## src/rtl/conv_pkg.sv

```systemverilog
// Shared types and helpers for the convolution row feeder.
//   DATA_W  : default pixel width, matches the PE row input width
//   state_t : feeder sequencing states
//   clog2   : counter width helper, never returns less than 1
package conv_pkg;

   localparam int DATA_W = 8;

   typedef enum logic [1:0] {
      FILL   = 2'd0,
      STREAM = 2'd1,
      DONE   = 2'd2
   } state_t;

   function automatic int clog2(input int value);
      int w;
      w = 1;
      while ((1 << w) < value) w++;
      return w;
   endfunction

endpackage

```

## src/rtl/conv_row_feeder_if.sv

```systemverilog
// Pixel stream in, aligned row triplet out.
//   pix_in/pix_valid/pix_ready : raster pixel stream with ready
//   R1/R2/R3                   : rows r-2, r-1, r at the same column
//   sel                        : column phase (col mod 3)
//   out_valid                  : R1..R3 and sel are valid this cycle
//   frame_done                 : one-cycle end-of-frame pulse
// master = pixel source / PE array side, slave = feeder.
interface conv_row_feeder_if #(
   parameter int DATA_W = conv_pkg::DATA_W
);
   logic [DATA_W-1:0] pix_in;
   logic              pix_valid;
   logic              pix_ready;
   logic [DATA_W-1:0] R1;
   logic [DATA_W-1:0] R2;
   logic [DATA_W-1:0] R3;
   logic [1:0]        sel;
   logic              out_valid;
   logic              frame_done;

   modport master (
      output pix_in, pix_valid,
      input  pix_ready, R1, R2, R3, sel, out_valid, frame_done
   );

   modport slave (
      input  pix_in, pix_valid,
      output pix_ready, R1, R2, R3, sel, out_valid, frame_done
   );
endinterface

```

## src/rtl/conv_line_buffer.sv

```systemverilog
// Single-port line buffer: DEPTH x WIDTH, synchronous write, combinational
// read at the same address (a same-cycle read returns the pre-write word).
//   clk   : clock
//   we    : write enable
//   addr  : shared read/write address
//   wdata : write data
//   rdata : read data
module conv_line_buffer
   import conv_pkg::*;
#(
   parameter int DEPTH = 8,
   parameter int WIDTH = 8,
   parameter int AW    = clog2(DEPTH)
) (
   input  logic             clk,
   input  logic             we,
   input  logic [AW-1:0]    addr,
   input  logic [WIDTH-1:0] wdata,
   output logic [WIDTH-1:0] rdata
);

   logic [WIDTH-1:0] mem [DEPTH];

   assign rdata = mem[addr];

   // No reset: FILL overwrites every word before it is ever read out.
   always_ff @(posedge clk) begin
      if (we) mem[addr] <= wdata;
   end

endmodule

```

## src/rtl/conv_row_feeder.sv

```systemverilog
// Raster pixel stream to vertically aligned 3-row samples for the 3x3 PE array.
//   clk   : clock
//   reset : synchronous active-high reset
//   bus   : conv_row_feeder_if.slave (pixel stream in, row triplet out)
//
// state  | meaning
// FILL   | rows 0..1 being stored, no output
// STREAM | rows 2..IMG_H-1, one output per accepted pixel
// DONE   | single bubble after last pixel, frame_done high, not ready
module conv_row_feeder #(
   parameter int IMG_W  = 8,
   parameter int IMG_H  = 8,
   parameter int DATA_W = conv_pkg::DATA_W
) (
   input  logic               clk,
   input  logic               reset,
   conv_row_feeder_if.slave   bus
);
   import conv_pkg::*;

   localparam int CW = clog2(IMG_W);
   localparam int RW = clog2(IMG_H);

   state_t            state_q, state_d;
   logic [CW-1:0]     col_q;
   logic [RW-1:0]     row_q;
   logic [1:0]        phase_q;
   logic              pix_ready_q;
   logic              frame_done_q;
   logic              accept;
   logic              last_col;
   logic              last_row;
   logic [DATA_W-1:0] old_rd, new_rd;
   logic [DATA_W-1:0] r1_q, r2_q, r3_q;
   logic [1:0]        sel_q;
   logic              out_valid_q;

   assign accept   = bus.pix_valid && pix_ready_q;
   assign last_col = (col_q == CW'(IMG_W - 1));
   assign last_row = (row_q == RW'(IMG_H - 1));

   always_comb begin
      state_d = state_q;
      case (state_q)
         FILL:    if (accept && last_col && row_q == RW'(1)) state_d = STREAM;
         STREAM:  if (accept && last_col && last_row)        state_d = DONE;
         DONE:    state_d = FILL;
         default: state_d = FILL;
      endcase
   end

   // pix_ready and frame_done are registered decodes of the next state so
   // neither ever depends combinationally on pix_valid.
   always_ff @(posedge clk) begin
      if (reset) begin
         state_q      <= FILL;
         pix_ready_q  <= 1'b1;
         frame_done_q <= 1'b0;
      end else begin
         state_q      <= state_d;
         pix_ready_q  <= (state_d != DONE);
         frame_done_q <= (state_d == DONE);
      end
   end

   always_ff @(posedge clk) begin
      if (reset || state_q == DONE) begin
         col_q   <= '0;
         row_q   <= '0;
         phase_q <= '0;
      end else if (accept) begin
         if (last_col) begin
            col_q   <= '0;
            phase_q <= '0;
            row_q   <= last_row ? '0 : row_q + RW'(1);
         end else begin
            col_q   <= col_q + CW'(1);
            phase_q <= (phase_q == 2'd2) ? 2'd0 : phase_q + 2'd1;
         end
      end
   end

   // Both buffers shift one row per accept: old takes new's word, new takes
   // the incoming pixel; reads see the pre-write contents.
   conv_line_buffer #(.DEPTH(IMG_W), .WIDTH(DATA_W), .AW(CW)) u_lb_old (
      .clk   (clk),
      .we    (accept),
      .addr  (col_q),
      .wdata (new_rd),
      .rdata (old_rd)
   );

   conv_line_buffer #(.DEPTH(IMG_W), .WIDTH(DATA_W), .AW(CW)) u_lb_new (
      .clk   (clk),
      .we    (accept),
      .addr  (col_q),
      .wdata (bus.pix_in),
      .rdata (new_rd)
   );

   always_ff @(posedge clk) begin
      if (reset) begin
         r1_q        <= '0;
         r2_q        <= '0;
         r3_q        <= '0;
         sel_q       <= '0;
         out_valid_q <= 1'b0;
      end else begin
         out_valid_q <= accept && (state_q == STREAM);
         if (accept && state_q == STREAM) begin
            r1_q  <= old_rd;
            r2_q  <= new_rd;
            r3_q  <= bus.pix_in;
            sel_q <= phase_q;
         end
      end
   end

   assign bus.pix_ready  = pix_ready_q;
   assign bus.frame_done = frame_done_q;
   assign bus.R1         = r1_q;
   assign bus.R2         = r2_q;
   assign bus.R3         = r3_q;
   assign bus.sel        = sel_q;
   assign bus.out_valid  = out_valid_q;

endmodule
```

## src/flat_wrapper.sv

```systemverilog
// flat-port wrapper written by rule: the top's interface ports become plain ports
module conv_row_feeder_flat import conv_pkg::*;
#(
   parameter int IMG_W  = 8,
   parameter int IMG_H  = 8,
   parameter int DATA_W = conv_pkg::DATA_W
)
  (clk, reset, bus_pix_in, bus_pix_valid, bus_pix_ready, bus_R1, bus_R2, bus_R3, bus_sel, bus_out_valid, bus_frame_done);
  conv_row_feeder_if #(.DATA_W(DATA_W)) bus_i ();
  input  logic clk;
  input  logic reset;
  input wire logic [$bits(bus_i.pix_in)-1:0] bus_pix_in;
  input wire logic [$bits(bus_i.pix_valid)-1:0] bus_pix_valid;
  output wire logic [$bits(bus_i.pix_ready)-1:0] bus_pix_ready;
  output wire logic [$bits(bus_i.R1)-1:0] bus_R1;
  output wire logic [$bits(bus_i.R2)-1:0] bus_R2;
  output wire logic [$bits(bus_i.R3)-1:0] bus_R3;
  output wire logic [$bits(bus_i.sel)-1:0] bus_sel;
  output wire logic [$bits(bus_i.out_valid)-1:0] bus_out_valid;
  output wire logic [$bits(bus_i.frame_done)-1:0] bus_frame_done;
  assign bus_i.pix_in = bus_pix_in;
  assign bus_i.pix_valid = bus_pix_valid;
  assign bus_pix_ready = bus_i.pix_ready;
  assign bus_R1 = bus_i.R1;
  assign bus_R2 = bus_i.R2;
  assign bus_R3 = bus_i.R3;
  assign bus_sel = bus_i.sel;
  assign bus_out_valid = bus_i.out_valid;
  assign bus_frame_done = bus_i.frame_done;
  conv_row_feeder #(.IMG_W(IMG_W), .IMG_H(IMG_H), .DATA_W(DATA_W)) u_core (.clk(clk), .reset(reset), .bus(bus_i));
endmodule
```

## config.mk

```make
export PLATFORM = sky130hd
export DESIGN_NAME = conv_row_feeder_flat
export DESIGN_NICKNAME = d
export VERILOG_FILES = /design/src/rtl/conv_pkg.sv /design/src/rtl/conv_row_feeder_if.sv /design/src/rtl/conv_line_buffer.sv /design/src/rtl/conv_row_feeder.sv /design/src/flat_wrapper.sv
export SDC_FILE = /design/constraint.sdc
export NUM_CORES = 1
export LEC_CHECK = 0
export ABC_AREA = 1
export BUFFER_PORTS_ARGS = -buffer_cell sky130_fd_sc_hd__clkbuf_2
export CAP_MARGIN = 20
export CELL_PAD_IN_SITES_DETAIL_PLACEMENT = 1
export CELL_PAD_IN_SITES_GLOBAL_PLACEMENT = 2
export CORE_ASPECT_RATIO = 1.1
export CORE_MARGIN = 4
export CORE_UTILIZATION = 42
export CTS_CLUSTER_SIZE = 20
export DETAILED_ROUTE_END_ITERATION = 16
export PLACE_DENSITY_LB_ADDON = 0.1
export SYNTH_ARGS = -nofsm -noshare
export SYNTH_HDL_FRONTEND = slang
export SYNTH_HIERARCHICAL = 1
export SYNTH_SLANG_ARGS = --single-unit
```

## constraint.sdc

```tcl
create_clock -name clk -period 3 [get_ports clk]
set_input_delay 0.3 -clock clk [delete_from_list [all_inputs] [get_ports clk]]
set_output_delay 0.3 -clock clk [all_outputs]
set_load 0.05 [all_outputs]
```

=== Yosys cells after proc, flatten, opt, wreduce, memory -nomap -nowiden ===
Memories as Yosys holds them, arrays and structs flattened. A register that Yosys moved wholly into a read port is not among the register bits.
Cells that the tools add are included.

* Reduce and logical (&&, ||, !) cells: 8
* Add/sub/neg operators: 3
* Eq/ne operators: 8
* Muxes and demuxes: 11

{| class="wikitable"
|+ Operators with widths
! cell !! count
|-
| two-way mux 3 bit || 4
|-
| two-way mux 2 bit || 4
|-
| adder 3 x 1 -> 3 bit, second input constant || 2
|-
| == test 2 bit, second input constant || 3
|-
| == test 3 bit, second input constant || 2
|-
| logical AND 1 bit || 5
|-
| one-hot mux 2 bit (2 select lines) || 1
|-
| == test 3 x 1 -> 1 bit, second input constant || 1
|-
| adder 2 x 1 -> 2 bit, second input constant || 1
|-
| == test 2 x 1 -> 1 bit, second input constant || 1
|-
| zero test 2 bit || 1
|-
| two-way mux 1 bit || 2
|-
| inequality test 2 bit, second input constant || 1
|-
| AND reduction 2 bit || 1
|-
| logical OR 1 bit || 1
|}

* Output and inout port bits: 29
* Memories: 2
* Register bits after elaboration: 31
* Logic and storage cells: 42
* RAM bits: 128
* Bits of input ports: 11

{| class="wikitable"
|+ Memory list
! memory !! depth !! width !! read ports !! clocked after memory_dff !! write ports !! RTL line !! RTL
|-
| u_core.u_lb_new.mem || 8 || 8 || 1 || 1 || 1 || conv_line_buffer.sv:22 || <nowiki>logic [WIDTH-1:0] mem [DEPTH];</nowiki>
|-
| u_core.u_lb_old.mem || 8 || 8 || 1 || 1 || 1 || conv_line_buffer.sv:22 ||
|}

=== Longest topological paths before layout ===
Gate-level depths: netlist of run 1.

* Depth in word-level cells: 6
* Depth in mapped cells: 11
* Mapped depth without buffers: 9

=== By module ===
Netlist of run 1, hierarchy kept.

{| class="wikitable"
|+ By module, submodules not included
! module !! times used !! area each (um^2) !! cells an instance !! sequential area each (um^2)
|-
| conv_line_buffer || 2 || 2763.9 || 272 || 1921.8
|-
| conv_row_feeder || 1 || 1458.9 || 183 || 780.7
|}

=== Worst setup path before layout of run 1 ===
OpenSTA, ideal clock, no wires.

* Kind: register to register
* From: register u_core.pix_ready_q (netlist: u_core/bus.pix_ready)
* To: memory u_core.u_lb_new.mem[1][0] (enable)
* Setup slack: 0.882 ns
* Required time: 2.617 ns
* Buffers on the path: 0
* Arrival: 1.735 ns
* Period minus slack after synthesis: 2.118 ns
* Library setup time: 0.383 ns
* Cell stages (with the launch flop): 5
* Path through: dfxtp_1 > nand2_2 > inv_2 > nand2_1 > nor3_1

* Longest elaborated chain between the ends: 3

{| class="wikitable"
|+ RTL lines
! item !! RTL line !! RTL
|-
| start, declared || conv_row_feeder.sv:28 || <nowiki>logic pix_ready_q;</nowiki>
|-
| start signal, assigned || conv_row_feeder.sv:61 || <nowiki>pix_ready_q <= (state_d != DONE);</nowiki>
|-
| logical AND 1 bit || conv_row_feeder.sv:38 || <nowiki>assign accept = bus.pix_valid && pix_ready_q;</nowiki>
|-
| named net u_core.accept || conv_row_feeder.sv:30 || <nowiki>logic accept;</nowiki>
|-
| two-way mux 1 bit || conv_line_buffer.sv:28 || <nowiki>if (we) mem[addr] <= wdata;</nowiki>
|-
| two-way mux 1 bit (not written as such) || conv_line_buffer.sv:28 ||
|-
| end, declared || conv_line_buffer.sv:22 ||
|}

The timed path passes the listed nets, and every way through them passes these cells.

=== Worst setup path after layout of run 1 ===
* From: register u_core.col_q[1]
* To: memory u_core.u_lb_new.mem[3][5] (enable)

{| class="wikitable"
|+ RTL lines
! item !! RTL line !! RTL
|-
| start, declared || conv_row_feeder.sv:25 || <nowiki>logic [CW-1:0] col_q;</nowiki>
|-
| start signal, assigned || conv_row_feeder.sv:77 || <nowiki>col_q <= col_q + CW'(1);</nowiki>
|}

No word-level cell before the write port.

==> flow_summary.yaml, run 1 <==
setup_path:
  cp-startpoint: "u_core/col_q[1]$_SDFFE_PP0P_"
  crit_family: "flip-flops"
  cp_max_fo: 21
  r2r_cells: 3
  end_kind: "flip-flop"
  crit_slowest_cell: "dfxtp_1"
  r2r_setup_slack_ns: 0.65
  path_cells: "buf_4, nand2_1, nor2_1"
  reg2reg_to: "u_core/u_lb_new/mem[3][5]$_DFFE_PP_"
  cp.required_ns: 3.05
  crit_path_start_kind: "flip-flop"
  worstReg2RegStart: "u_core/col_q[1]$_SDFFE_PP0P_"
  crit_path_end: "u_core/u_lb_new/mem[3][5]$_DFFE_PP_"
  critPathBufInv: 1
  crit_type: "reg2reg"
  cp_slowest_stage_delay_ns: 0.98
  crit_cells: 3
  crit_arrival_ns: 2.40
cts:
  cts_tree: "built"
  cts-resized-gates: 0
  cts_hold_buf: 0
  clk_pin_slew_ns: 0.06
  htreeDepth: 4
  insertion_delay_ns: 0.42
  root_buffer: "clkbuf_16"
  cts_buffers: 17
  clockBufferDepth: 2
  numClockSinks: 167
  cts_setup_buffers: 0
yosys:
  ys_types: 22
  yosysWarningCount: 6
  synth_area_um2: 6990
  ys_seq_area_share_pct: 66.2
  syn_avg_cell_area_um2: 9.61
  synth_seq_cells: 167
  syn_inst: 727
  synth_fp_nets: 743
global_routing:
  grt_max_degree: 34
  grt_use_total_pct: 19.3
  grt_pass1_vias: 5219
  grt_pass1_wl_mm: 27.1
  overflow: 0
  antenna_found_initial: 0
route:
  drc: 0
  totalWireLength_mm: 16.7
  drt-pass1-iter-count: 4
  drtIter0Drc: 306
  viasPerCell: 4.84
  ant_nets: 0
  vias: 4827
  wl_per_cell_um: 16.7
placed_design:
  io_buffers: 39
  gp_congestion: 0.734
  dp_hpwl_mm: 11.6
cells_and_area:
  mostFrequentLayoutCell: "nand2_1"
  filler_cell_count: 1863
  nNetsFinal: 796
  area_delta_synth_final_pct: 14.3
  drive_gt1_share_pct: 13.6
  layout_common_cells: "289 x nand2_1, 128 x edfxtp_1, 79 x inv_1, 69 x nor2_1, 40 x clkbuf_2"
  n_antenna_cell: 0
power_and_ir_drop:
  peakVddDrop_mv: 0.348
  p_leak_uw: 0.00344
  total_power_uw: 5010
  p_int_uw: 3870
  p_seq_share_pct: 51.8
  power_density_nw_per_um2: 627
  switchingPower_uw: 1140
  power_frac_comb_pct: 6.5
  netSwitchingFraction_pct: 22.8
  clkPwrFrac_pct: 41.7
timing:
  timing.slew.headroom_pct: 33.1
  worst_pin_slew_ns: 1.00
  finalClockSkew_ns: 0.00635
  finalHoldViolCount: 0
  drv_slew: 0
  finalSetupViolCount: 0
  timing.final.crit_share_pct: 78.2
  period_minus_slack_ns: 2.35
  rsz0062_at_grt: "no"
  fmax_ghz: 0.426
  holdWs_ns: 0.0898
  tns_ns: 0
run:
  max_cap_violations: 0
worst_hold_path:
  hold_class: "in2reg"
floorplan:
  fp.dieH_um: 143
  start_util_pct: 42.7
  dieArea_um2: 18800
  io_pins: 40
  core_um2: 16400
  dieWidth_um: 131
  num_rows: 49
status:
  status: "completed"
-- state kept, by name, summed over array words and instances, names as in the netlist --
register / cells
u_core/u_lb_new/mem: 64
u_core/u_lb_old/mem: 64
u_core/bus.R1: 8
u_core/bus.R2: 8
u_core/bus.R3: 8
u_core/col_q: 3
u_core/row_q: 3
u_core/bus.sel: 2
u_core/phase_q: 2
u_core/state_q: 2
u_core/bus.frame_done: 1
u_core/bus.out_valid: 1
u_core/bus.pix_ready: 1
-- kinds of logic (layout without fill, tap and decap cells) --
family / count (synthesis) / after routing / share of synthesized area (%)
simple gates: 405 / 405 / 23.0
flops: 167 / 167 / 66.2
buf+inv: 115 / 181 / 7.40
compound gates: 35 / 35 / 2.56
fa+ha+maj: 5 / 5 / 0.895
-- metal layers --
layer	global-route usage (%)	share of wire, %	vias to the layer above
li1	-	-	2411
met1	22.4	42	2352
met4	6.88	1.8	0
met5	0	0	-
met3	3.59	2.5	18
met2	35.2	54	46
-- worst min-delay path by stage --
stage,startpoint,endpoint,slack [ns],cells after the start
detailed placement,u_core/phase_q[1]$_SDFFE_PP0P_,u_core/phase_q[1]$_SDFFE_PP0P_,0.47,2
global placement,u_core/phase_q[1]$_SDFFE_PP0P_,u_core/phase_q[1]$_SDFFE_PP0P_,0.45,2
global route,reset,u_core/state_q[0]$_SDFF_PP0_,0.09,2
floorplan,reset,u_core/state_q[0]$_SDFF_PP0_,0.37,1
finish,reset,u_core/state_q[0]$_SDFF_PP0_,0.09,2
CTS,reset,u_core/state_q[0]$_SDFF_PP0_,0.08,2
-- power by group through the flow --
stage	clock network [uW]	registers, uW	logic (uW)
after global placement	0	2640	323
after detailed placement	0	2640	331
after floorplan	0	2630	222
final	2090	2590	327
after global routing	2260	2600	378
after CTS	2140	2590	333
-- cell usage after synthesis --
cell type  number  share of area (%)
a21oi_1         8               0.57
buf_2           4               0.29
buf_4          12                1.3
buf_6           4               0.64
clkbuf_1        2               0.11
clkinv_1        1              0.054
dfxtp_1        39                 11
edfxtp_1      128                 55
ha_1            5               0.90
inv_1          79                4.2
inv_2          11               0.59
inv_4           2               0.18
nand2_1       289                 16
nand2_2         4               0.36
nand3_1        33                2.4
nand4_1         1              0.090
nor2_1         69                3.7
nor2_4          3               0.48
nor3_1          6               0.43
o21ai_0         6               0.43
o21ai_1        20                1.4
o21ai_2         1               0.13
-- stage by stage --
stage | worst slack [ns] | area [um^2] | utilization (%) | std cells
floorplan | 0.882 | 6990 | - | 727
global placement | 0.744 | 7390 | 45.1 | 963
detailed placement | 0.644 | 7390 | 45.1 | 963
CTS | 0.639 | 7970 | 48.7 | 995
global route | 0.467 | 7980 | 48.8 | 997
finish | 0.655 | 7980 | 48.8 | 997
-- worst register-to-register path, delay by kind of cell (launching register included) --
family	cells	cell delay [ns]
buffers and inverters	1	0.34
flip-flops	1	0.98
AND/OR/NAND/NOR	2	0.66
-- layout make-up --
cell class	instances	area, um^2	area share, %
tap	204	255	3.20
clock inverter	9	61.3	0.768
timing repair buffer	56	320	4.01
multi-input combinational	445	1850	23.1
clock buffer	23	520	6.52
inverter	93	354	4.44
sequential	167	4630	57.9
No activity file was read; power rests on OpenSTA's default activity.
==> run 2, diff against run 1 <==
- CORE_UTILIZATION: 42 -> 39
- clock period: 3 -> 2.4 ns (I/O delays scaled with it)
==> run 2 against run 1 <==
Effect of this change:
- wire length up 7.1%
- critical path depth rose by 4
- core utilization down 2.4 points
- combinational power increased by 34%
- final cell count up 5.2%
- via count is 2.3% higher
- clock skew grew 0.0051 ns
- critical endpoint is now u_core/col_q[0]$_SDFFE_PP0P_
==> flow_summary.yaml, run 2 (synthesis results as in run 1) <==
global_routing:
  grt_pass1_wl_mm: 28.9
  grt_use_total_pct: 19.1
  antenna_found_initial: 0
  grt_pass1_vias: 5395
  grt_max_degree: 34
  overflow: 0
setup_path:
  path_cells: "dlygate4sd3_1, clkbuf_2, clkinv_1, o21ai_2, inv_1, nand2_1, nor2_1"
  cp_max_fo: 28
  cp_slowest_stage_delay_ns: 0.69
  crit_type: "in2reg"
  crit_slowest_cell: "clkinv_1"
  end_kind: "flip-flop"
  crit_arrival_ns: 2.27
  cp.required_ns: 2.72
  crit_path_start_kind: "input port"
floorplan:
  dieWidth_um: 136
  io_pins: 40
  num_rows: 51
  dieArea_um2: 20100
  fp.dieH_um: 148
  start_util_pct: 39.5
  core_um2: 17700
cells_and_area:
  layout_common_cells: "289 x nand2_1, 128 x edfxtp_1, 79 x inv_1, 69 x nor2_1, 39 x clkbuf_2"
  n_antenna_cell: 0
  reg_top3: "u_core/u_lb_new/mem: 64 flops, u_core/u_lb_old/mem: 64 flops"
  area_delta_synth_final_pct: 17.4
  fin_cells: 1049
  filler_cell_count: 2057
  drive_gt1_share_pct: 15.4
  nNetsFinal: 815
  final_cell_area_um2: 8200
  mostFrequentLayoutCell: "nand2_1"
  fin_util_pct: 46.4
worst_hold_path:
  hold_class: "in2reg"
cts:
  cts-resized-gates: 0
  cts_setup_buffers: 0
  clk_pin_slew_ns: 0.06
  clockBufferDepth: 2
  insertion_delay_ns: 0.43
  htreeDepth: 4
  cts_tree: "built"
  cts_buffers: 17
  numClockSinks: 167
  cts_hold_buf: 1
  root_buffer: "clkbuf_16"
timing:
  timing.final.crit_share_pct: 81.4
  rsz0062_at_grt: "no"
  tns_ns: 0
  finalHoldViolCount: 0
  timing.slew.headroom_pct: 40.8
  fmax_ghz: 0.512
  period_minus_slack_ns: 1.95
  finalSetupViolCount: 0
  finalClockSkew_ns: 0.0114
  drv_slew: 0
  worst_pin_slew_ns: 0.882
  holdWs_ns: 0.151
power_and_ir_drop:
  power_density_nw_per_um2: 792
  peakVddDrop_mv: 0.536
  p_leak_uw: 0.00355
route:
  viasPerCell: 4.71
  drtIter0Drc: 220
  wl_per_cell_um: 17.0
  ant_nets: 0
  totalWireLength_mm: 17.9
  vias: 4940
  drc: 0
  drt-pass1-iter-count: 4
placed_design:
  dpl_cell_area_um2: 7580
  gp_congestion: 0.755
  io_buffers: 39
  dp_hpwl_mm: 12.5
  dp.cells: 1017
run:
  max_cap_violations: 0
status:
  status: "completed"
[run 2: changes by cell type in the layout (fill, tap and decap cells not counted), sizes merged]
cell,delta
bufinv,+4
dlygate4sd3,+1
inv,-2
buf,+20
clkbuf,-8
clkinv,+3
[run 2: critical path: cells and delay by family]
kind                   cells  cell delay [ns]
and+or+nand+nor            2             0.09
buffers and inverters      4             1.44
AOI/OAI and AO/OA          1             0.48
[run 2: power by group]
part / switching [uW] / leakage [uW] / internal (uW)
clock network: 1110 / 0.000290 / 1720
logic: 325 / 0.00178 / 114
registers: 23.6 / 0.00148 / 3200
total: 1450 / 0.00355 / 5040
[run 2: stage by stage]
step	setup slack, ns	power [uW]
5_1_grt	0.235	6760
3_5_place_dp	0.464	3740
6_report	0.446	6500
2_1_floorplan	0.282	3560
3_3_place_gp	0.555	3720
4_1_cts	0.424	6570
[run 2: worst paths after layout]
kind / endpoint / slack, ns / startpoint / cells past startpoint
worst max-delay path: u_core/col_q[0]$_SDFFE_PP0P_ / 0.45 / reset / 7
worst min-delay path: u_core/u_lb_new/mem[4][6]$_DFFE_PP_ / 0.15 / bus_pix_in[6] / 1
worst max register to register: u_core/bus.R2[3]$_SDFFE_PP0P_ / 0.48 / u_core/col_q[0]$_SDFFE_PP0P_ / 9
worst min register to register: u_core/phase_q[1]$_SDFFE_PP0P_ / 0.46 / u_core/phase_q[1]$_SDFFE_PP0P_ / 2
[run 2: per-layer routing]
layer / wire, um / part of all wire [%] / global-route usage, %
met1: 7290 / 41 / 22.4
met2: 9780 / 55 / 35.1
met3: 529 / 3.0 / 3.76
met4: 277 / 1.5 / 5.80
met5: 0 / 0 / 0
[run 2: final cells by class]
cell class / count / area (um^2) / share of cell area (%)
Clock inverter: 14 / 184 / 2.24
Sequential cell: 167 / 4630 / 56.4
Clock buffer: 17 / 425 / 5.19
Multi-Input combinational cell: 445 / 1850 / 22.5
Timing Repair Buffer: 75 / 468 / 5.71
Tap cell: 238 / 298 / 3.63
Inverter: 93 / 354 / 4.32
==> run 3, diff against run 2 <==
- ABC_AREA: 1 -> 0
- CORE_UTILIZATION: 39 -> 44
- clock period: 2.4 -> 1.9 ns (I/O delays scaled with it)
==> run 3 against run 2 <==
Effect of this change:
- clock-buffer cell count up 1
- sequential share of layout area up 2.3 points
- synthesized cell count down 43%
- combinational power up 13%
- clock skew down 0.0044 ns
- critical path depth down 4
- critical endpoint is now u_core/u_lb_old/mem[1][7]$_DFFE_PP_
- first-iteration DRC count down 4.5%
==> flow_summary.yaml, run 3 <==
status:
  status: "completed"
route:
  drt-pass1-iter-count: 4
  wl_per_cell_um: 21.7
  vias: 3704
  viasPerCell: 5.31
  drtIter0Drc: 210
  ant_nets: 0
  drc: 0
  totalWireLength_mm: 15.1
floorplan:
  dieArea_um2: 17000
  fp.dieH_um: 136
  core_um2: 14600
  dieWidth_um: 125
  start_util_pct: 45.3
  num_rows: 46
  io_pins: 40
placed_design:
  dp.cells: 666
  io_buffers: 39
  dp_hpwl_mm: 10.3
  gp_congestion: 0.723
yosys:
  synthXorXnorAreaFrac_pct: 0
  yosysWarningCount: 6
  ys_seq_area_share_pct: 70.1
  syn_inst: 415
  ys_types: 40
  synth-compound-area-share_pct: 4.40
  synthMuxAreaShare_pct: 13.2
  synth_edf_count: 128
  synth_top_family_by_area: "multiplexers"
  synthFlopType: "edfxtp_1"
  synthTopCellsByArea: "edfxtp_1 58%, dfxtp_1 12%, mux4_2 5.5%"
  synthTopCellsByCount: "128 x edfxtp_1, 67 x nand2_1, 39 x dfxtp_1"
  synth-async-reset-ratio_pct: 0
  synth_area_um2: 6600
  synth_fp_nets: 431
  synth_adder_area_share_pct: 0.948
  syn_avg_cell_area_um2: 15.9
  synth_seq_cells: 167
  synth.most_common_cell: "edfxtp_1"
  synth_top_cell_area_share_pct: 58.3
  synth_simple_gate_area_share_pct: 8.46
  synth_largest_area_cell: "edfxtp_1"
worst_hold_path:
  hold_class: "in2reg"
cells_and_area:
  nNetsFinal: 509
  mostFrequentLayoutCell: "edfxtp_1"
  multi_input_area_um2: 1800
  drive_gt1_share_pct: 30.4
  n_antenna_cell: 0
  reg_top3: "u_core/u_lb_new/mem: 64 flops, u_core/u_lb_old/mem: 64 flops"
  fin_cells: 698
  filler_cell_count: 1412
  seq_area_um2: 4630
  layout_common_cells: "128 x edfxtp_1, 67 x nand2_1, 40 x buf_4, 39 x clkbuf_2, 37 x dfxtp_1"
  area_delta_synth_final_pct: 19.4
timing:
  finalHoldViolCount: 0
  period_minus_slack_ns: 1.79
  tns_ns: 0
  finalClockSkew_ns: 0.00705
  finalSetupViolCount: 0
  fmax_ghz: 0.558
  timing.final.crit_share_pct: 94.3
  rsz0062_at_grt: "no"
  worst_pin_slew_ns: 0.362
  timing.slew.headroom_pct: 75.8
  drv_slew: 0
cts:
  cts_hold_buf: 0
  numClockSinks: 167
  cts-resized-gates: 0
  clk_pin_slew_ns: 0.06
  root_buffer: "clkbuf_16"
  insertion_delay_ns: 0.42
  cts_tree: "built"
  htreeDepth: 4
  clockBufferDepth: 2
  cts_setup_buffers: 0
  cts_buffers: 17
global_routing:
  grt_max_degree: 35
  grt_pass1_vias: 4001
  overflow: 0
  grt_pass1_wl_mm: 23.3
  grt_use_total_pct: 18.7
  antenna_found_initial: 0
setup_path:
  cp_max_fo: 25
  crit_arrival_ns: 1.95
  end_kind: "flip-flop"
  crit_path_start_kind: "flip-flop"
  crit_type: "reg2reg"
  cp.required_ns: 2.05
power_and_ir_drop:
  peakVddDrop_mv: 0.752
  p_leak_uw: 0.00276
  power_density_nw_per_um2: 1030
run:
  max_cap_violations: 0
run 3: changes by cell type after synthesis, sizes merged, moves of 5 or more:
cell    before  now
a21oi        8   36
inv         92    6
mux2         0   18
mux2i        0    5
mux4         0   24
nand2      293   68
nand2b       0    6
nand3       33    7
nor2        72   15
o21ai       27    0
run 3: power by group:
| part | switching, uW | internal [uW] |
|---|---|---|
| Combinational | 277 | 219 |
| Sequential | 23.8 | 4030 |
| Clock | 1380 | 2180 |
run 3: logic make-up (layout without fill, tap and decap cells):
| logic type | count (synthesis) | in the layout |
|---|---|---|
| adder cells (fa/ha/maj) | 5 | 5 |
| AND/OR/NAND/NOR | 117 | 117 |
| flip-flops | 167 | 167 |
| buffers and inverters | 30 | 121 |
| multiplexers | 47 | 47 |
| AO/OA/AOI/OAI | 49 | 49 |
run 3: worst max-delay path, stage by stage, from the launching register on:
cell and delay, ns:
dfxtp_2 0.40, buf_12 0.21, mux4_1 0.57, mux2_4 0.33
run 3: per-layer routing:
metal  vias up  share of wire (%)  global-route usage (%)
met4         0                1.5                    6.58
met3        17                3.6                    4.48
met5         -                  0                       0
li1       1728                  -                       -
met1      1907                 41                    21.7
met2        52                 54                    33.9
run 3: cell type report:
cell class	instances	share of cell area (%)
repair buffers	83	7.31
well taps	192	3.05
multi-input cells	218	22.8
clock buffers	18	5.45
flip-flops and latches	167	58.7
inverters	6	0.286
clock inverters	14	2.32
run 3: path summary, 6_finish.rpt:
path	depth (start not counted)	startpoint	to	slack (ns)
worst max-delay path	3	u_core/col_q[0]$_SDFFE_PP0P_	u_core/u_lb_old/mem[1][7]$_DFFE_PP_	0.11
worst min-delay path	1	bus_pix_in[3]	u_core/u_lb_new/mem[1][3]$_DFFE_PP_	0.07
worst max register to register	3	u_core/col_q[0]$_SDFFE_PP0P_	u_core/u_lb_old/mem[1][7]$_DFFE_PP_	0.11
worst min register to register	2	u_core/bus.R1[5]$_SDFFE_PP0P_	u_core/bus.R1[5]$_SDFFE_PP0P_	0.46
run 3: through the flow:
| stage | setup slack, ns | area (um^2) | hold WS, ns | total power (uW) | util, % |
|---|---|---|---|---|---|
| final | 0.108 | 7880 | 0.0676 | 8110 | 54.1 |
| after global routing | 0.0338 | 7880 | 0.0724 | 8410 | 54.1 |
| after CTS | 0.0889 | 7880 | 0.0506 | 8200 | 54.1 |
| after detailed placement | 0.108 | 7260 | 0.450 | 4640 | 49.9 |
| after global placement | 0.153 | 7260 | 0.444 | 4610 | 49.9 |
| after floorplan | 0.00813 | 6620 | 0.289 | 4440 | - |
